## config.mk

```make
export PLATFORM = sky130hd
export DESIGN_NAME = sym_tap_pair_sum_flat
export DESIGN_NICKNAME = d
export VERILOG_FILES = /design/src/rtl/sym_tap_pair_sum_pkg.sv /design/src/rtl/sym_tap_pair_sum_if.sv /design/src/rtl/sym_tap_ram.sv /design/src/rtl/sym_tap_pair_sum.sv /design/src/flat_wrapper.sv
export SDC_FILE = /design/constraint.sdc
export NUM_CORES = 1
export LEC_CHECK = 0
export BUFFER_PORTS_ARGS = -buffer_cell sky130_fd_sc_hd__clkbuf_2
export CORE_MARGIN = 1
export CORE_UTILIZATION = 55
export CTS_BUF_LIST = sky130_fd_sc_hd__clkbuf_16
export DETAILED_ROUTE_END_ITERATION = 16
export GPL_TIMING_DRIVEN = 0
export PLACE_DENSITY_LB_ADDON = 0.12
export SLEW_MARGIN = 0
export SYNTH_ARGS = -nofsm -noshare
export SYNTH_HDL_FRONTEND = slang
export SYNTH_HIERARCHICAL = 1
export SYNTH_SLANG_ARGS = --single-unit
```

## constraint.sdc

```tcl
create_clock -name clock -period 3.5 [get_ports clock]
set_clock_uncertainty 0.05 [all_clocks]
set_input_delay 0.175 -clock clock [delete_from_list [all_inputs] [get_ports clock]]
set_output_delay 0.175 -clock clock [all_outputs]
set_load 0.01 [all_outputs]
```

## src/rtl/sym_tap_pair_sum_pkg.sv

```systemverilog
// Shared helpers for the symmetric tap-pair pre-adder and the MAC stages behind it:
// index widths and the halving rounder.
package sym_tap_pair_sum_pkg;

   // Widest pre-added sum the rounder accepts; callers sign-extend into it.
   localparam int RH_W = 64;

   function automatic int chan_w(input int channels);
      return (channels > 1) ? $clog2(channels) : 1;
   endfunction

   function automatic int pair_w(input int taps);
      return $clog2((taps - 1) / 2 + 1);
   endfunction

   // Halves a sign-extended sum; with rnd set, exact .5 results go to the even neighbour.
   function automatic logic signed [RH_W-1:0] round_half(input logic signed [RH_W:0] s,
                                                         input logic              rnd);
      logic signed [RH_W-1:0] q;
      q = s[RH_W:1];
      if (rnd) begin
         q = q + RH_W'(s[1] & s[0]);
      end
      return q;
   endfunction

endpackage

```

## src/rtl/sym_tap_pair_sum_if.sv

```systemverilog
// Sample-in / pair-sum-out bundle of the tap-pair pre-adder.
interface sym_tap_pair_sum_if
   import sym_tap_pair_sum_pkg::*;
#(
   parameter int WIDTH    = 16,
   parameter int TAPS     = 11,
   parameter int CHANNELS = 2
);
   localparam int CW = chan_w(CHANNELS);
   localparam int PW = pair_w(TAPS);

   logic                      strobe_in;
   logic [CHANNELS*WIDTH-1:0] data_in;
   logic                      busy;
   logic                      sum_valid;
   logic [WIDTH-1:0]          sum_out;
   logic [CW-1:0]             sum_chan;
   logic [PW-1:0]             sum_pair;
   logic                      sum_last;
   logic                      overrun;

   modport master (
      output strobe_in, data_in,
      input  busy, sum_valid, sum_out, sum_chan, sum_pair, sum_last, overrun
   );

   modport slave (
      input  strobe_in, data_in,
      output busy, sum_valid, sum_out, sum_chan, sum_pair, sum_last, overrun
   );

endinterface

```

## src/rtl/sym_tap_ram.sv

```systemverilog
// One channel's circular delay line: single write port, two registered read ports whose
// outputs are forced to zero for taps that have not been written since reset.
module sym_tap_ram #(
   parameter int WIDTH = 16,
   parameter int DEPTH = 16,
   localparam int AW   = $clog2(DEPTH)
) (
   input  logic             clock,
   input  logic             wr_en_i,
   input  logic [AW-1:0]    wr_addr_i,
   input  logic [WIDTH-1:0] wr_data_i,
   input  logic [AW-1:0]    rd_addr_a_i,
   input  logic [AW-1:0]    rd_addr_b_i,
   input  logic             zero_a_i,
   input  logic             zero_b_i,
   output logic [WIDTH-1:0] rd_data_a_o,
   output logic [WIDTH-1:0] rd_data_b_o
);
   logic [WIDTH-1:0] mem_q [DEPTH];
   logic [WIDTH-1:0] rd_a_q;
   logic [WIDTH-1:0] rd_b_q;

   always_ff @(posedge clock) begin
      if (wr_en_i) begin
         mem_q[wr_addr_i] <= wr_data_i;
      end
   end

   // Masking in the output register keeps uninitialised entries out of the sums.
   always_ff @(posedge clock) begin
      rd_a_q <= zero_a_i ? '0 : mem_q[rd_addr_a_i];
      rd_b_q <= zero_b_i ? '0 : mem_q[rd_addr_b_i];
   end

   assign rd_data_a_o = rd_a_q;
   assign rd_data_b_o = rd_b_q;

endmodule

```

## src/rtl/sym_tap_pair_sum.sv

```systemverilog
// Multi-channel symmetric-FIR pre-adder: stores one sample per channel per strobe, then
// emits the rounded half-sum of every mirrored tap pair and the centre tap.
module sym_tap_pair_sum
   import sym_tap_pair_sum_pkg::*;
#(
   parameter int WIDTH    = 16,
   parameter int DEPTH    = 16,
   parameter int TAPS     = 11,
   parameter int CHANNELS = 2,
   parameter int ROUND    = 1
) (
   input logic               clock,
   input logic               reset,
   sym_tap_pair_sum_if.slave bus
);
   localparam int PAIRS = (TAPS - 1) / 2;
   localparam int AW    = $clog2(DEPTH);
   localparam int CW    = chan_w(CHANNELS);
   localparam int PW    = pair_w(TAPS);
   localparam int FW    = $clog2(TAPS + 1);

   localparam logic [0:0] ST_IDLE = 1'b0;
   localparam logic [0:0] ST_RUN  = 1'b1;

   logic [0:0]       state_q, state_d;
   logic [AW-1:0]    wp_q, wp_d;
   logic [FW-1:0]    fill_q, fill_d;
   logic [CW-1:0]    ichan_q, ichan_d;
   logic [PW-1:0]    ipair_q, ipair_d;
   logic             busy_q, busy_d;
   logic             overrun_q, overrun_d;

   logic             s1_valid_q;
   logic             s1_last_q;
   logic [CW-1:0]    s1_chan_q;
   logic [PW-1:0]    s1_pair_q;

   logic             valid_q;
   logic             last_q;
   logic [CW-1:0]    chan_q;
   logic [PW-1:0]    pair_q;
   logic [WIDTH-1:0] sum_q, sum_d;

   logic             retire;
   logic             accept;
   logic             issuing;
   logic             issue_last;
   logic [FW-1:0]    tap_a, tap_b;
   logic [AW-1:0]    base_addr, rd_addr_a, rd_addr_b;
   logic             zero_a, zero_b;

   logic [WIDTH-1:0]        rd_a [CHANNELS];
   logic [WIDTH-1:0]        rd_b [CHANNELS];
   logic signed [WIDTH-1:0] op_a, op_b;
   logic signed [WIDTH:0]   pair_sum;

   // A strobe landing on the cycle the last item retires starts the next sequence.
   assign retire     = valid_q & last_q;
   assign accept     = bus.strobe_in & (~busy_q | retire);
   assign issuing    = (state_q == ST_RUN);
   assign issue_last = issuing && (ichan_q == CW'(CHANNELS - 1)) && (ipair_q == PW'(PAIRS));

   // wp already points one past the newest sample while the sequence runs.
   assign base_addr = wp_q - AW'(1);
   assign tap_a     = FW'(ipair_q);
   assign tap_b     = (ipair_q == PW'(PAIRS)) ? tap_a : FW'(TAPS - 1) - tap_a;
   assign rd_addr_a = base_addr - AW'(tap_a);
   assign rd_addr_b = base_addr - AW'(tap_b);
   assign zero_a    = (tap_a >= fill_q);
   assign zero_b    = (tap_b >= fill_q);

   for (genvar gi = 0; gi < CHANNELS; gi++) begin : g_chan
      sym_tap_ram #(
         .WIDTH (WIDTH),
         .DEPTH (DEPTH)
      ) u_ram (
         .clock       (clock),
         .wr_en_i     (accept),
         .wr_addr_i   (wp_q),
         .wr_data_i   (bus.data_in[gi*WIDTH +: WIDTH]),
         .rd_addr_a_i (rd_addr_a),
         .rd_addr_b_i (rd_addr_b),
         .zero_a_i    (zero_a),
         .zero_b_i    (zero_b),
         .rd_data_a_o (rd_a[gi]),
         .rd_data_b_o (rd_b[gi])
      );
   end

   always_comb begin
      state_d = state_q;
      ichan_d = ichan_q;
      ipair_d = ipair_q;
      if (issuing) begin
         if (ipair_q == PW'(PAIRS)) begin
            ipair_d = '0;
            ichan_d = ichan_q + CW'(1);
         end else begin
            ipair_d = ipair_q + PW'(1);
         end
         if (issue_last) begin
            state_d = ST_IDLE;
            ichan_d = '0;
         end
      end else if (accept) begin
         state_d = ST_RUN;
         ichan_d = '0;
         ipair_d = '0;
      end
   end

   always_comb begin
      wp_d      = accept ? wp_q + AW'(1) : wp_q;
      fill_d    = (accept && (fill_q != FW'(TAPS))) ? fill_q + FW'(1) : fill_q;
      busy_d    = accept ? 1'b1 : (retire ? 1'b0 : busy_q);
      overrun_d = overrun_q | (bus.strobe_in & ~accept);
   end

   // The sum of two WIDTH-bit values halved always fits back into WIDTH bits.
   assign op_a     = rd_a[s1_chan_q];
   assign op_b     = rd_b[s1_chan_q];
   assign pair_sum = {op_a[WIDTH-1], op_a} + {op_b[WIDTH-1], op_b};
   assign sum_d    = WIDTH'(round_half({{(RH_W - WIDTH){pair_sum[WIDTH]}}, pair_sum},
                                       ROUND != 0));

   always_ff @(posedge clock or posedge reset) begin
      if (reset) begin
         state_q    <= ST_IDLE;
         wp_q       <= '0;
         fill_q     <= '0;
         ichan_q    <= '0;
         ipair_q    <= '0;
         busy_q     <= 1'b0;
         overrun_q  <= 1'b0;
         s1_valid_q <= 1'b0;
         s1_last_q  <= 1'b0;
         s1_chan_q  <= '0;
         s1_pair_q  <= '0;
         valid_q    <= 1'b0;
         last_q     <= 1'b0;
         chan_q     <= '0;
         pair_q     <= '0;
         sum_q      <= '0;
      end else begin
         state_q    <= state_d;
         wp_q       <= wp_d;
         fill_q     <= fill_d;
         ichan_q    <= ichan_d;
         ipair_q    <= ipair_d;
         busy_q     <= busy_d;
         overrun_q  <= overrun_d;
         s1_valid_q <= issuing;
         s1_last_q  <= issue_last;
         s1_chan_q  <= ichan_q;
         s1_pair_q  <= ipair_q;
         valid_q    <= s1_valid_q;
         last_q     <= s1_valid_q & s1_last_q;
         if (s1_valid_q) begin
            chan_q <= s1_chan_q;
            pair_q <= s1_pair_q;
            sum_q  <= sum_d;
         end
      end
   end

   assign bus.busy      = busy_q;
   assign bus.sum_valid = valid_q;
   assign bus.sum_out   = sum_q;
   assign bus.sum_chan  = chan_q;
   assign bus.sum_pair  = pair_q;
   assign bus.sum_last  = last_q;
   assign bus.overrun   = overrun_q;

endmodule
```

## src/flat_wrapper.sv

```systemverilog
// flat-port wrapper written by rule: the top's interface ports become plain ports
module sym_tap_pair_sum_flat import sym_tap_pair_sum_pkg::*;
#(
   parameter int WIDTH    = 16,
   parameter int DEPTH    = 16,
   parameter int TAPS     = 11,
   parameter int CHANNELS = 2,
   parameter int ROUND    = 1
)
  (clock, reset, bus_strobe_in, bus_data_in, bus_busy, bus_sum_valid, bus_sum_out, bus_sum_chan, bus_sum_pair, bus_sum_last, bus_overrun);
  sym_tap_pair_sum_if #(.WIDTH(WIDTH), .TAPS(TAPS), .CHANNELS(CHANNELS)) bus_i ();
  input logic clock;
  input logic reset;
  input wire logic [$bits(bus_i.strobe_in)-1:0] bus_strobe_in;
  input wire logic [$bits(bus_i.data_in)-1:0] bus_data_in;
  output wire logic [$bits(bus_i.busy)-1:0] bus_busy;
  output wire logic [$bits(bus_i.sum_valid)-1:0] bus_sum_valid;
  output wire logic [$bits(bus_i.sum_out)-1:0] bus_sum_out;
  output wire logic [$bits(bus_i.sum_chan)-1:0] bus_sum_chan;
  output wire logic [$bits(bus_i.sum_pair)-1:0] bus_sum_pair;
  output wire logic [$bits(bus_i.sum_last)-1:0] bus_sum_last;
  output wire logic [$bits(bus_i.overrun)-1:0] bus_overrun;
  assign bus_i.strobe_in = bus_strobe_in;
  assign bus_i.data_in = bus_data_in;
  assign bus_busy = bus_i.busy;
  assign bus_sum_valid = bus_i.sum_valid;
  assign bus_sum_out = bus_i.sum_out;
  assign bus_sum_chan = bus_i.sum_chan;
  assign bus_sum_pair = bus_i.sum_pair;
  assign bus_sum_last = bus_i.sum_last;
  assign bus_overrun = bus_i.overrun;
  sym_tap_pair_sum #(.WIDTH(WIDTH), .DEPTH(DEPTH), .TAPS(TAPS), .CHANNELS(CHANNELS), .ROUND(ROUND)) u_core (.clock(clock), .reset(reset), .bus(bus_i));
endmodule
```

### Word level (Yosys, flattened, before mapping)

Memory sizes are Yosys's and may differ from the RTL's. A register that Yosys moved wholly into a read port is not among the register bits.
Cells that the tools add are included.
W data, S select, Z words.

* $add $sub $neg: 10
* order comparisons: 3
* equality and inequality tests: 3
* muxes and demuxes: 20
* bitwise operators: 10
* reductions and logical operators: 6

Operator list (count)
* $mux W16: 6
* $add A16 B16 Y17: 1
* $add A16 B1 Y16: 1
* $mux W1: 10
* $mux W3: 3
* $add A4 B1 Y4 const B: 2
* $and A1 B1 Y1: 5
* $ge A3 B4 Y1: 1
* $ge A4 B4 Y1: 1
* $mux W4: 1
* $ne A4 B4 Y1 const B: 1
* $reduce_bool A2 Y1: 2
* $sub A4 B1 Y4 const B: 1
* $sub A4 B3 Y4: 1
* $sub A4 B3 Y4 const A: 1
* $sub A4 B4 Y4: 1
* $add A3 B1 Y3 const B: 1
* $eq A3 B3 Y1 const B: 1
* $logic_and A1 B1 Y1: 3
* $ne A3 B3 Y1 const B: 1
* $ge A2 B2 Y1 const B: 1
* $not A1 Y1: 2
* $not A1 Y2: 1
* $or A1 B1 Y1: 2
* other kinds (2): 2

* register bits after elaboration: 43
* RAM bits: 512
* input port bits: 35
* output and inout bits: 24
* word-level logic and storage cells: 70
* memories: 2

Memories
* u_core.g_chan[0].u_ram.mem_q: words 16, bits a word 16, rd ports 2, clocked after memory_dff 2, write ports 1, line sym_tap_ram.sv:19 `logic [WIDTH-1:0] mem_q [DEPTH];`
* u_core.g_chan[1].u_ram.mem_q: words 16, bits a word 16, rd ports 2, clocked after memory_dff 2, write ports 1, line sym_tap_ram.sv:19

### Depth between registers and ports, before layout

* depth after elaboration: 7
* mapped depth: 14
* gate-level depth less buffers: 12

### Hierarchy

Netlist, hierarchy kept.

By module, submodules not included
* sym_tap_ram: times used 2, cells an instance 705, area an instance 12783.5 µm², sequential area each 8328.0 µm²
* sym_tap_pair_sum: times used 1, cells an instance 395, area an instance 3736.1 µm², sequential area each 1076.0 µm²

### Worst setup path after synthesis

Ideal clock, no wire load.

* kind: register to register
* start point: reg u_core.s1_chan_q
* end point: reg u_core.sum_q[14] (netlist: u_core/bus.sum_out[14])
* data arrival time: 3.586 ns
* required time: 3.368 ns
* setup slack: -0.218 ns
* stages on the path, launching flop included: 15
* buffers on the path: 2
* period minus slack after synthesis: 3.718 ns
* path through: dfrtp_1 -> clkbuf_1 -> clkbuf_1 -> mux2_2 -> ha_1 -> inv_1 -> fa_1 -> nor2b_1 -> ha_1 -> nor3b_2 -> and3b_1 -> and4bb_2 -> nand4_1 -> or3_1 -> a31oi_1

* word-level cells in the longest chain between the ends: 7
* elaborated cells between the ends (all ways): 10
* classes of those cells: add/sub (2); mux (6); bitwise (2)

Ends and longest elaborated chain
* start, declared: line sym_tap_pair_sum.sv:35 `logic [CW-1:0] s1_chan_q;`
* start signal, assigned: line sym_tap_pair_sum.sv:154 `s1_chan_q <= ichan_q;`
* $not A1 Y2 (not written as such) *: line sym_tap_pair_sum.sv:120, sym_tap_pair_sum.sv:121
* $mux W16 (on tied branches) (3 in series): line sym_tap_pair_sum.sv:120, sym_tap_pair_sum.sv:121
* $add A16 B16 Y17 *: line sym_tap_pair_sum.sv:122 `assign pair_sum = {op_a[WIDTH-1], op_a} + {op_b[WIDTH-1], op_b};`
* $and A1 B1 Y1: line sym_tap_pair_sum_pkg.sv:22 `q = q + RH_W'(s[1] & s[0]);`
* $add A16 B1 Y16 *: line sym_tap_pair_sum_pkg.sv:22
* end signal, assigned: line sym_tap_pair_sum.sv:161 `sum_q <= sum_d;`
* end, declared: line sym_tap_pair_sum.sv:42 `logic [WIDTH-1:0] sum_q, sum_d;`

Mark *: on every way between the ends. The rest lies on a longest branch, timed or not. The select of a mux whose other input is x is not followed.
A chain may end at the register's enable or synchronous reset.

### Worst setup path in the final report

* start point: reg u_core.s1_chan_q
* end point: reg u_core.sum_q[15] (netlist: u_core/bus.sum_out[15])

The elaborated chain is that of the path after synthesis.

==> flow_metrics.env <==
export IMPL_n_antenna_cell=0
export IMPL_ys_types=88
export IMPL_overflow=0
export IMPL_placementRows=84
export IMPL_dieArea_mm2=0.05421
export IMPL_dpl_cell_area_mm2=0.03117
export IMPL_vias=18790
export IMPL_synthToLayoutAreaGrowth_pct=17.61
export IMPL_core_mm2=0.05255
export IMPL_insertion_delay_ps=610
export IMPL_synth_adder_area_share=0.01657
export IMPL_muxShareOfSynthArea=0.2249
export IMPL_cp_start_kind="register"
export IMPL_max_freq_ghz=0.2861
export IMPL_finalNetCount=2097
export IMPL_fin_area_mm2=0.03446
export IMPL_path_clk_slew_ps=60
export IMPL_slew_viol_final=0
export IMPL_netlist_area_mm2=0.02930
export IMPL_drc=0
export IMPL_dr_pass1_iters=5
export IMPL_r2r_start="u_core/s1_chan_q"
export IMPL_syn_avg_cell_area_um2=16.23
export IMPL_grt_pass1_wl_um=122200
export IMPL_cts_root_buffer="clkbuf_16"
export IMPL_dp_hpwl_um=58360
export IMPL_crit_arrival_ps=3990
export IMPL_gp_congestion=0.8649
export IMPL_antenna_found_initial=0
export IMPL_grt_max_degree=44
export IMPL_path_class="register to register"
export IMPL_critPathMaxFanout=10
export IMPL_portBuffers=58
export IMPL_setup_viol=0
export IMPL_synth_compound_area_share=0.06896
export IMPL_grt_usage=0.3210
export IMPL_synth_main_ff_cell="edfxtp_1"
export IMPL_tightest_slew_ps=1044
export IMPL_start_util=0.5576
export IMPL_synthSimpleGateAreaFrac=0.04317
export IMPL_synth_seq_cells=619
export IMPL_syn_nets=1877
export IMPL_rsz0062_at_grt="true"
export IMPL_worst_ep_required_time_ps=3990
export IMPL_yosysSeqAreaShare=0.6051
export IMPL_async_flop_share=0.06947
export IMPL_cap_viol_max_count=0
export IMPL_dieWidth_um=232.8
export IMPL_routed_wl_um=86350
export IMPL_cp_cell_sequence="buf_8 > clkbuf_8 > mux2_2 > ha_2 > nand2_2 > o21ai_1 > nor2_1 > a211oi_4 > a21boi_4 > nand4_4 > or4_1 > nand3_1"
export IMPL_finalCritPeriodShare=0.9985
export IMPL_drive_gt1_frac=0.2962
export IMPL_crit_path_start="u_core/s1_chan_q"
export IMPL_ios=59
export IMPL_slew_headroom=0.3005
export IMPL_hold_class="primary input to async pin"
export IMPL_cp_end_kind="register"
export IMPL_cts_tree="built"
export IMPL_htree_levels=3
export IMPL_synthCells=1805
export IMPL_synth_top_family_by_area="multiplexers"
export IMPL_crit_path_top_delay_cell="or4_1"
export IMPL_ant_nets=0
export IMPL_min_period_ps=3495
export IMPL_grt_pass1_vias=18400
export IMPL_synth_edf_count=512
export IMPL_outcome="complete, no violations"
export IMPL_vias_per_cell=6.806
export IMPL_yosys_warnings=6
export IMPL_hold_violations=0
export IMPL_clk_path_buf_depth=3
export IMPL_numCtsBuffers=67
export IMPL_die_h_um=232.8
export IMPL_critPathMaxStageDelay_ps=540
export IMPL_wl_per_cell_um=31.28
export IMPL_yosys_area_share_xor_xnor=0.008668
export IMPL_cts_sink_count=619
export IMPL_drtIter0Drc=2439
export IMPL_fillers=3630
==> cell families after synthesis <==
logic type / count (synthesis)
AOI/OAI and AO/OA: 287
buffers and inverters: 137
and+or+nand+nor: 253
muxes: 443
adders and majority gates: 37
xor gates and xnor gates: 29
DFF: 619
==> synthesized netlist by cell type (20+ instances only) <==
library cell | count | share of area
mux2i_1 | 226 | 0.077
mux4_2 | 130 | 0.10
a21oi_1 | 54 | 0.0092
a22oi_1 | 47 | 0.012
nand2_1 | 88 | 0.011
clkbuf_1 | 27 | 0.0035
o221ai_1 | 20 | 0.0060
nor2_1 | 57 | 0.0073
dfrtp_1 | 43 | 0.037
mux2_2 | 59 | 0.023
inv_1 | 23 | 0.0029
dfxtp_1 | 64 | 0.044
mux4_1 | 28 | 0.025
buf_6 | 24 | 0.0092
edfxtp_1 | 512 | 0.52
a221oi_1 | 28 | 0.0084
o21ai_0 | 36 | 0.0061
o22ai_1 | 32 | 0.0068
ha_1 | 34 | 0.015
==> final timing paths <==
| kind | end | slack, ps | depth (start not counted) |
|---|---|---|---|
| max reg2reg | u_core/bus.sum_out[15] | 5 | 12 |
| min | u_core/ipair_q[2] | 250 | 3 |
| max | u_core/bus.sum_out[15] | 5 | 12 |
| min in group clock | u_core/bus.busy | 300 | 3 |
| min reg2reg | u_core/bus.sum_valid | 350 | 0 |
| max in group asynchronous | u_core/wp_q[0] | 2490 | 3 |
==> area by class of cell <==
class	count	area [um^2]	area share
sequential	619	17740	0.5148
inverter	26	103.9	0.003013
clock buffer	73	1827	0.05301
buffer	106	1031	0.02992
tap	688	860.8	0.02498
clock inverter	44	241.5	0.007007
multi-input combinational	1049	11210	0.3253
timing repair buffer	156	1448	0.04201
==> placed cells by master (no fill, tap or decap), drive strengths merged, types with 20 or more instances in the layout <==
cell type    count
ha              34
inv             40
mux4           158
a21oi           56
a221oi          28
o221ai          20
o21ai           44
dlygate4sd3     34
mux2i          226
nor2            58
dfrtp           43
nand2           89
buf            132
o22ai           32
mux2            59
dfxtp           64
a22oi           47
clkinv          26
edfxtp         512
clkbuf         166
==> registers in the layout, indices dropped and copies added, names as in the netlist, 3 cells and up <==
register	count
u_core/fill_q	4
u_core/g_chan.u_ram/rd_data_a_o	32
u_core/g_chan.u_ram/rd_data_b_o	32
u_core/bus.sum_pair	3
u_core/bus.sum_out	16
u_core/wp_q	4
u_core/s1_pair_q	3
u_core/ipair_q	3
u_core/g_chan.u_ram/mem_q	512
==> per-stage QoR <==
step	util	setup TNS, ps	setup slack, ps	cells	hold slack [ps]
3_3_place_gp	0.5798	-341630	-1680	2551	338.9
6_report	0.6558	0	5.119	2761	254.2
5_1_grt	0.6558	-324.8	-115.7	2761	318.1
4_1_cts	0.6498	0	0.5107	2752	261.0
3_5_place_dp	0.5932	-60320	-1425	2585	338.6
2_1_floorplan	-	0	39.78	1805	223.9
==> metal layers <==
metal | track usage | wire length, um
met5 | 0 | 0
met4 | 0.1295 | 3019
met3 | 0.09350 | 10400
met2 | 0.4738 | 38490
met1 | 0.4480 | 34450
==> timing repair <==
item                                    4_1_cts  5_1_grt
endpoints found under the setup margin       73       67
hold endpoints to repair                    555        0
pin swaps                                    13       18
gates resized for setup                     114       56
buffers inserted                             16       14
hold buffers                                 34        0
==> critical path: cells and delay by family (launching register included) <==
family	cells	cell delay (ps)
AOI/OAI and AO/OA	3	890
muxes	1	350
and+or+nand+nor	5	990
buffers and inverters	2	320
adders and majority gates	1	450
DFF	1	360
Power is left out: the tool's default activity adds up to more than one toggle a clock period on the data nets, which glitch-free logic cannot reach.
